--- config.mk ---
export PLATFORM = sky130hd
export DESIGN_NAME = apb_master_flat
export DESIGN_NICKNAME = d
export VERILOG_FILES = /design/src/rtl/apb_master_if.sv /design/src/rtl/apb_master.sv /design/src/flat_wrapper.sv
export SDC_FILE = /design/constraint.sdc
export NUM_CORES = 1
export LEC_CHECK = 0
export ABC_AREA = 1
export CAP_MARGIN = 40
export CORE_MARGIN = 3
export CORE_UTILIZATION = 40
export CTS_CLUSTER_SIZE = 16
export DETAILED_ROUTE_END_ITERATION = 12
export PLACE_DENSITY = 0.79
export RECOVER_POWER = 100
export SETUP_SLACK_MARGIN = 0.05
export SYNTH_ARGS = -nofsm -noshare
export SYNTH_HDL_FRONTEND = slang
export SYNTH_SLANG_ARGS = --single-unit
--- constraint.sdc ---
create_clock -name PCLK -period 1.5 [get_ports PCLK]
set_input_delay 0.3 -clock PCLK [delete_from_list [all_inputs] [get_ports PCLK]]
set_output_delay 0.3 -clock PCLK [all_outputs]
set_load 0.02 [all_outputs]
--- src/rtl/apb_master_if.sv ---
// rtl/apb_master_if.sv - command/response and APB requester signal bundle for apb_master
interface apb_master_if #(
    parameter int ADDR_WIDTH = 8,
    parameter int DATA_WIDTH = 8
);
    logic                  cmd_valid;
    logic                  cmd_ready;
    logic                  cmd_write;
    logic [ADDR_WIDTH-1:0] cmd_addr;
    logic [DATA_WIDTH-1:0] cmd_wdata;

    logic                  rsp_valid;
    logic [DATA_WIDTH-1:0] rsp_rdata;
    logic                  rsp_err;

    logic                  PSEL;
    logic                  PENABLE;
    logic                  PWRITE;
    logic [ADDR_WIDTH-1:0] PADDR;
    logic [DATA_WIDTH-1:0] PWDATA;
    logic [DATA_WIDTH-1:0] PRDATA;
    logic                  PREADY;

    modport master (
        input  cmd_valid, cmd_write, cmd_addr, cmd_wdata, PRDATA, PREADY,
        output cmd_ready, rsp_valid, rsp_rdata, rsp_err,
               PSEL, PENABLE, PWRITE, PADDR, PWDATA
    );

    modport slave (
        output cmd_valid, cmd_write, cmd_addr, cmd_wdata, PRDATA, PREADY,
        input  cmd_ready, rsp_valid, rsp_rdata, rsp_err,
               PSEL, PENABLE, PWRITE, PADDR, PWDATA
    );
endinterface

--- src/rtl/apb_master.sv ---
// rtl/apb_master.sv - single-outstanding APB requester driven by a valid/ready command port
// Optional ACCESS wait-state timeout enabled by defining APB_TIMEOUT_EN.
module apb_master #(
    parameter int ADDR_WIDTH     = 8,
    parameter int DATA_WIDTH     = 8,
    parameter int TIMEOUT_CYCLES = 16
) (
    input  logic        PCLK,
    input  logic        PRESET,
    apb_master_if.master bus
);
    typedef enum logic [1:0] {
        IDLE   = 2'd0,
        SETUP  = 2'd1,
        ACCESS = 2'd2
    } state_t;

    state_t                state_q, state_d;
    logic [ADDR_WIDTH-1:0] paddr_q, paddr_d;
    logic [DATA_WIDTH-1:0] pwdata_q, pwdata_d;
    logic                  pwrite_q, pwrite_d;
    logic                  rsp_valid_q, rsp_valid_d;
    logic [DATA_WIDTH-1:0] rsp_rdata_q, rsp_rdata_d;
    logic                  cmd_ready;
    logic                  handshake;

`ifdef APB_TIMEOUT_EN
    localparam int CNT_W = $clog2(TIMEOUT_CYCLES + 1);
    logic             rsp_err_q, rsp_err_d;
    logic [CNT_W-1:0] wait_cnt_q, wait_cnt_d;
`endif

    // Ready is forced low while reset is held, even though the state already reads IDLE.
    always_comb begin
        cmd_ready = 1'b0;
        if (!PRESET) begin
            case (state_q)
                IDLE:    cmd_ready = 1'b1;
                ACCESS:  cmd_ready = bus.PREADY;
                default: cmd_ready = 1'b0;
            endcase
        end
    end

    assign handshake = bus.cmd_valid & cmd_ready;

    always_comb begin
        state_d     = state_q;
        paddr_d     = paddr_q;
        pwdata_d    = pwdata_q;
        pwrite_d    = pwrite_q;
        rsp_valid_d = 1'b0;
        rsp_rdata_d = rsp_rdata_q;
`ifdef APB_TIMEOUT_EN
        rsp_err_d   = rsp_err_q;
        wait_cnt_d  = wait_cnt_q;
`endif
        case (state_q)
            IDLE: ;
            SETUP:   state_d = ACCESS;
            ACCESS: begin
                if (bus.PREADY) begin
                    state_d     = IDLE;
                    rsp_valid_d = 1'b1;
                    rsp_rdata_d = pwrite_q ? '0 : bus.PRDATA;
`ifdef APB_TIMEOUT_EN
                    rsp_err_d   = 1'b0;
`endif
                end
`ifdef APB_TIMEOUT_EN
                else if (wait_cnt_q == CNT_W'(TIMEOUT_CYCLES - 1)) begin
                    state_d     = IDLE;
                    rsp_valid_d = 1'b1;
                    rsp_rdata_d = '0;
                    rsp_err_d   = 1'b1;
                    wait_cnt_d  = '0;
                end else begin
                    wait_cnt_d  = wait_cnt_q + 1'b1;
                end
`endif
            end
            default: state_d = IDLE;
        endcase

        // A handshake in ACCESS overrides the return to IDLE, giving the 2-cycle back-to-back rate.
        if (handshake) begin
            state_d    = SETUP;
            paddr_d    = bus.cmd_addr;
            pwdata_d   = bus.cmd_wdata;
            pwrite_d   = bus.cmd_write;
`ifdef APB_TIMEOUT_EN
            wait_cnt_d = '0;
`endif
        end
    end

    always_ff @(posedge PCLK or posedge PRESET) begin
        if (PRESET) begin
            state_q     <= IDLE;
            paddr_q     <= '0;
            pwdata_q    <= '0;
            pwrite_q    <= 1'b0;
            rsp_valid_q <= 1'b0;
            rsp_rdata_q <= '0;
`ifdef APB_TIMEOUT_EN
            rsp_err_q   <= 1'b0;
            wait_cnt_q  <= '0;
`endif
        end else begin
            state_q     <= state_d;
            paddr_q     <= paddr_d;
            pwdata_q    <= pwdata_d;
            pwrite_q    <= pwrite_d;
            rsp_valid_q <= rsp_valid_d;
            rsp_rdata_q <= rsp_rdata_d;
`ifdef APB_TIMEOUT_EN
            rsp_err_q   <= rsp_err_d;
            wait_cnt_q  <= wait_cnt_d;
`endif
        end
    end

    assign bus.cmd_ready = cmd_ready;
    assign bus.PSEL      = (state_q != IDLE);
    assign bus.PENABLE   = (state_q == ACCESS);
    assign bus.PADDR     = paddr_q;
    assign bus.PWDATA    = pwdata_q;
    assign bus.PWRITE    = pwrite_q;
    assign bus.rsp_valid = rsp_valid_q;
    assign bus.rsp_rdata = rsp_rdata_q;
`ifdef APB_TIMEOUT_EN
    assign bus.rsp_err   = rsp_err_q;
`else
    assign bus.rsp_err   = 1'b0;
`endif
endmodule

--- src/flat_wrapper.sv ---
// flat-port wrapper written by rule: the top's interface ports become plain ports
module apb_master_flat 
#(
    parameter int ADDR_WIDTH     = 8,
    parameter int DATA_WIDTH     = 8,
    parameter int TIMEOUT_CYCLES = 16
)
  (PCLK, PRESET, bus_cmd_valid, bus_cmd_write, bus_cmd_addr, bus_cmd_wdata, bus_PRDATA, bus_PREADY, bus_cmd_ready, bus_rsp_valid, bus_rsp_rdata, bus_rsp_err, bus_PSEL, bus_PENABLE, bus_PWRITE, bus_PADDR, bus_PWDATA);
  apb_master_if #(.ADDR_WIDTH(ADDR_WIDTH), .DATA_WIDTH(DATA_WIDTH)) bus_i ();
  input  logic PCLK;
  input  logic PRESET;
  input wire logic [$bits(bus_i.cmd_valid)-1:0] bus_cmd_valid;
  input wire logic [$bits(bus_i.cmd_write)-1:0] bus_cmd_write;
  input wire logic [$bits(bus_i.cmd_addr)-1:0] bus_cmd_addr;
  input wire logic [$bits(bus_i.cmd_wdata)-1:0] bus_cmd_wdata;
  input wire logic [$bits(bus_i.PRDATA)-1:0] bus_PRDATA;
  input wire logic [$bits(bus_i.PREADY)-1:0] bus_PREADY;
  output wire logic [$bits(bus_i.cmd_ready)-1:0] bus_cmd_ready;
  output wire logic [$bits(bus_i.rsp_valid)-1:0] bus_rsp_valid;
  output wire logic [$bits(bus_i.rsp_rdata)-1:0] bus_rsp_rdata;
  output wire logic [$bits(bus_i.rsp_err)-1:0] bus_rsp_err;
  output wire logic [$bits(bus_i.PSEL)-1:0] bus_PSEL;
  output wire logic [$bits(bus_i.PENABLE)-1:0] bus_PENABLE;
  output wire logic [$bits(bus_i.PWRITE)-1:0] bus_PWRITE;
  output wire logic [$bits(bus_i.PADDR)-1:0] bus_PADDR;
  output wire logic [$bits(bus_i.PWDATA)-1:0] bus_PWDATA;
  assign bus_i.cmd_valid = bus_cmd_valid;
  assign bus_i.cmd_write = bus_cmd_write;
  assign bus_i.cmd_addr = bus_cmd_addr;
  assign bus_i.cmd_wdata = bus_cmd_wdata;
  assign bus_i.PRDATA = bus_PRDATA;
  assign bus_i.PREADY = bus_PREADY;
  assign bus_cmd_ready = bus_i.cmd_ready;
  assign bus_rsp_valid = bus_i.rsp_valid;
  assign bus_rsp_rdata = bus_i.rsp_rdata;
  assign bus_rsp_err = bus_i.rsp_err;
  assign bus_PSEL = bus_i.PSEL;
  assign bus_PENABLE = bus_i.PENABLE;
  assign bus_PWRITE = bus_i.PWRITE;
  assign bus_PADDR = bus_i.PADDR;
  assign bus_PWDATA = bus_i.PWDATA;
  apb_master #(.ADDR_WIDTH(ADDR_WIDTH), .DATA_WIDTH(DATA_WIDTH), .TIMEOUT_CYCLES(TIMEOUT_CYCLES)) u_core (.PCLK(PCLK), .PRESET(PRESET), .bus(bus_i));
endmodule
# ---- After elaboration in Yosys (flattened, before gate mapping)
# Index checks and enable logic that the tools add are counted.
dict set report totals {
  rom_bits 0
  n_memories 0
  ramBits 0
  input_bits 29
  latchBits 0
  out_inout_bits 30
  regBits 28
  word_cells 23
}
dict set report classes {
  n_eq_ne 4
  shifts 0
  reduce_logical 4
  n_div 0
  n_bitwise 1
  multipliers 0
  addsub 0
  muxes 8
  magnitude_cmp 0
}
# operator count
set ops {}
lappend ops {{2-to-1 mux 8 bit} 1}
lappend ops {{case mux 2 bit (3 select lines)} 1}
lappend ops {{2-to-1 mux 2 bit} 2}
lappend ops {{AND reduction 2 bit} 2}
lappend ops {{2-to-1 mux 1 bit} 3}
lappend ops {{!= test 3 x 2 -> 1 bit (second input constant)} 1}
lappend ops {{equality test 2 x 1 -> 1 bit (second input constant)} 1}
lappend ops {{equality test 2 bit (second input constant)} 1}
lappend ops {{logical NOT 2 bit} 1}
lappend ops {{!= test 2 x 1 -> 1 bit (second input constant)} 1}
lappend ops {{case mux 1 bit (2 select lines)} 1}
lappend ops {{nonzero test 2 bit} 1}
lappend ops {{bitwise AND 1 bit} 1}

# ---- Longest topological paths before layout
# Gate-level depths: netlist of the first run.
dict set report logic_depth {
  depth_word 6
  depth_mapped 6
  depth_no_buf 5
}

# ---- Least setup slack after synthesis of the first run
# Ideal clock, no wire load.
dict set report synth_timing {
  path_type {register to output}
  start {register u_core.state_q[0]}
  end {output port bus_cmd_ready}
  setup_slack_ns 0.189
  path_stages_with_launch 5
  required_ns 1.200
  n_path_buf 1
  t_arrival_ns 1.011
  path_cell_list {dfrtp_1 nor2_4 buf_4 nand2_1 inv_1}
}
dict set report synth_between {
  elab_chain_len 3
  elab_cells_between_ends 4
  cone_classes {eq/ne (1); mux (2); reduce/logical (1)}
}
# item line_no
set synth_lines {}
lappend synth_lines {{start, declared} apb_master.sv:18} ;# state_t state_q, state_d;
lappend synth_lines {{start signal, assigned} apb_master.sv:110} ;# state_q <= state_d;
lappend synth_lines {{equality test 2 bit / logical NOT 2 bit (equally long branches)} apb_master.sv:37} ;# case (state_q)
lappend synth_lines {{case mux 1 bit (2 select lines) *} apb_master.sv:37}
lappend synth_lines {{2-to-1 mux 1 bit *} apb_master.sv:36} ;# if (!PRESET) begin
lappend synth_lines {{end, declared} flat_wrapper.sv:18} ;# output wire logic [$bits(bus_i.cmd_ready)-1:0] bus_cmd_ready;
# Every way passes the cells marked *; elsewhere a longest branch is shown, timed or not.

# ---- Worst setup path after layout of the first run
dict set report layout_timing {
  start {register u_core.state_q[0]}
  end {output port bus_PENABLE}
}
dict set report layout_between {
  elab_chain_len 1
}
# item line_no
set layout_lines {}
lappend layout_lines {{equality test 2 bit} apb_master.sv:125} ;# assign bus.PENABLE = (state_q == ACCESS);
lappend layout_lines {{end, declared} flat_wrapper.sv:23} ;# output wire logic [$bits(bus_i.PENABLE)-1:0] bus_PENABLE;
# No other way between the ends.

==> results.ini, run 1 <==
[job]
cap_viol_max_count = 0

[layout]
layout-drive-gt1-share = 0.168
fin_area_mm2 = 0.00185
num-nets-final = 221
area_delta_synth_final_pct = 52.4
antenna_cells_inserted = 0

[timing]
period_share = 0.985
worst_setup_slack_after_layout_ns = 0.0219
layout_min_cycle_time_ns = 1.48
fmax_mhz = 677
finClkSkew_ns = 0.000962
setup_total_negative_slack_ns = 0
final.hold.worst_slack_ns = 0.486
maxSlewHeadroom = 0.554
setup_violations = 0
worst_margin_pin_slew_ns = 0.669
timing.final.max_slew_violations = 0
grt_setup_unrepaired = yes
finalHoldViolCount = 0

[yosys]
synth_top_cells_by_area = sky130_fd_sc_hd__dfrtp_1 58%, sky130_fd_sc_hd__nand2_1 16%, sky130_fd_sc_hd__nand4_1 8.8%
number_of_enable_type_register_cells_in_the_synthesized_netlist = 0
seq_area_frac_synth = 0.577
netlist_instances = 128
synth_cell_type_count = 15
synth_flop_cell = sky130_fd_sc_hd__dfrtp_1
async_reset_ff_frac = 1.00
synthesis.nets = 157
synth_most_common_cell = sky130_fd_sc_hd__nand2_1
post_synth.cell_area_avg_um2 = 9.49
synth_warnings = 0
syn_area_mm2 = 0.00121
number_of_register_bits_inferred_by_synthesis = 28
post-synth-top-area-fraction = 0.577
synth.top_cells.by_count = 53 x sky130_fd_sc_hd__nand2_1, 28 x sky130_fd_sc_hd__dfrtp_1, 17 x sky130_fd_sc_hd__nand4_1
synthDominantAreaCellType = sky130_fd_sc_hd__dfrtp_1

[die]
num_rows = 19
core_area_mm2 = 0.00283
die-area_mm2 = 0.00373
die_w_um = 61.1
fp.dieH_um = 61.1
io-pin-count = 59
initial_utilization = 0.429

[clocking]
holdBufCountCts = 0
clk_path_buf_depth = 2
cts_made_buffers = 3
clock_sinks = 28
clk_root_buffer_cell = sky130_fd_sc_hd__clkbuf_4
cts_tree = yes
htree_levels = 1
clk_pin_slew_ns = 0.14
clock_insertion_delay_worst_skew_ns = 0.32

[routing]
dr.first_iter.drc_count = 47
post-route-drc-count = 0
final_antenna_net_count = 0
drt_pre_antenna_iters = 4
wirelength_um = 2970
vias_per_cell = 5.05
route.vias.total = 1121
routed_wire_per_std_cell_um = 13.4

[critical_path]
startpoint_class = flop
reg2reg_setup_slack_ns = 0.07
critical_path.reg2reg.endpoint = u_core.bus.rsp_rdata[0]
crit-reg2reg-launch = u_core.state_q[0]
critical_path_required_ns = 1.20
end_kind = output pin
worst_case_reg_to_reg_path_depth = 6
worst_ep_arrival_time_ns = 1.18
crit_fanout = 3
timing.setup.critical_path_class = reg -> out

[power_and_ir_drop]
power_density_mw_per_mm2 = 1260
power_leakage_nw = 0.984
vdd_ir_drop_max_uv = 630

[hold_path]
hold_path_depth = 2
min_path_type = reg -> reg
hold_path_startpoint = u_core.bus.PWDATA[7]
holdPathEnd = u_core.bus.PWDATA[7]

[place]
post_place_worst_slack_ns = -0.396
routabilityCongestion = 0.728
port_buffers = 57
hpwlAfterDp_um = 2130
detailed_place.area_mm2 = 0.00182

[status]
status = finished, final reports clean

[global_routing]
grt_max_degree = 29
total_routing_usage_reported_by_global_routing = 0.164
grt_antenna_before_repair = 0
grt.overflow.total = 0
grt_first_pass_wirelength_um = 4600
vias_in_the_first_global_route = 1093

==> metrics by stage <==
step / power (W) / std cells / util
2_1_floorplan: 0.00150 / 128 / -
3_3_place_gp: 0.00196 / 215 / 0.642
3_5_place_dp: 0.00199 / 215 / 0.642
4_1_cts: 0.00236 / 221 / 0.659
5_1_grt: 0.00248 / 222 / 0.655
6_report: 0.00233 / 222 / 0.655
==> worst max path at each step <==
| stage | start | endpoint | slack [ns] | cells past startpoint |
|---|---|---|---|---|
| after CTS | u_core.state_q[0] | bus_cmd_ready | 0.002 | 5 |
| after floorplan | u_core.state_q[0] | bus_cmd_ready | 0.19 | 4 |
| after detailed placement | bus_PREADY | bus_cmd_ready | -0.40 | 6 |
| after global routing | u_core.state_q[0] | bus_cmd_ready | -0.05 | 5 |
| final | u_core.state_q[0] | bus_PENABLE | 0.02 | 3 |
| after global placement | bus_PREADY | bus_cmd_ready | -0.40 | 6 |
==> worst max-delay path, stage by stage, from the launching register on <==
cell and delay, ns:
sky130_fd_sc_hd__dfrtp_1 0.44, sky130_fd_sc_hd__buf_4 0.14, sky130_fd_sc_hd__nor2_2 0.14, sky130_fd_sc_hd__buf_6 0.14
==> cell type report <==
cell class | count | area [um2]
Multi-Input combinational cell | 86 | 437
Tap cell | 31 | 38.8
Fill cell | 246 | 977
Clock buffer | 3 | 22.5
Timing Repair Buffer | 65 | 593
Inverter | 8 | 30.0
Clock inverter | 1 | 30.0
Sequential cell | 28 | 701
==> flip-flops by register name (all words and copies together) (netlist names) <==
name	count
u_core.bus.PWDATA	8
u_core.state_q	2
u_core.bus.PADDR	8
u_core.bus.rsp_valid	1
u_core.bus.rsp_rdata	8
u_core.bus.PWRITE	1
==> metal layers <==
layer	up-vias	share of wire	global-route usage
met1	521	0.44	0.204
met2	53	0.46	0.282
li1	543	-	-
met4	0	0.011	0.0588
met5	-	0	0
met3	4	0.086	0.0335
==> layout by cell type (no fill, tap or decap), drive strengths merged <==
cell type and count:
buf 8, nand3 2, inv 8, nand2 55, bufinv 1, clkbuf 6
o21ai 9, nand4 17, dlygate4sd2 26, conb 1, nor2 2, dfrtp 28
clkdlybuf4s50 28
==> timing repair <==
action	CTS	global route
endpoints found under the hold margin	0	0
pin swaps	2	1
setup buffers	2	0
resized for setup	44	5
gates cloned	0	1
endpoints found under the setup margin	29	5
==> power breakdown <==
part	total, W	internal (W)	switching (W)
clock	0.000484	0.000270	0.000214
sequential	0.00100	0.000918	0.0000867
combinational	0.000843	0.000345	0.000497
total	0.00233	0.00153	0.000798
==> cell families after synthesis <==
| family | count (synthesis) | share of synthesized area |
|---|---|---|
| and+or+nand+nor | 75 | 0.290 |
| buffers and inverters | 15 | 0.0680 |
| DFF | 28 | 0.577 |
| AOI/OAI and AO/OA | 9 | 0.0618 |
| other | 1 | 0.00309 |
No activity file was read; power rests on OpenSTA's default activity.
==> run 2: changes to the inputs <==
Settings changed: HOLD_SLACK_MARGIN set to 0.1.
==> results of run 2 <==
No change in the layout: final DEF, timing and power equal those of run 1.
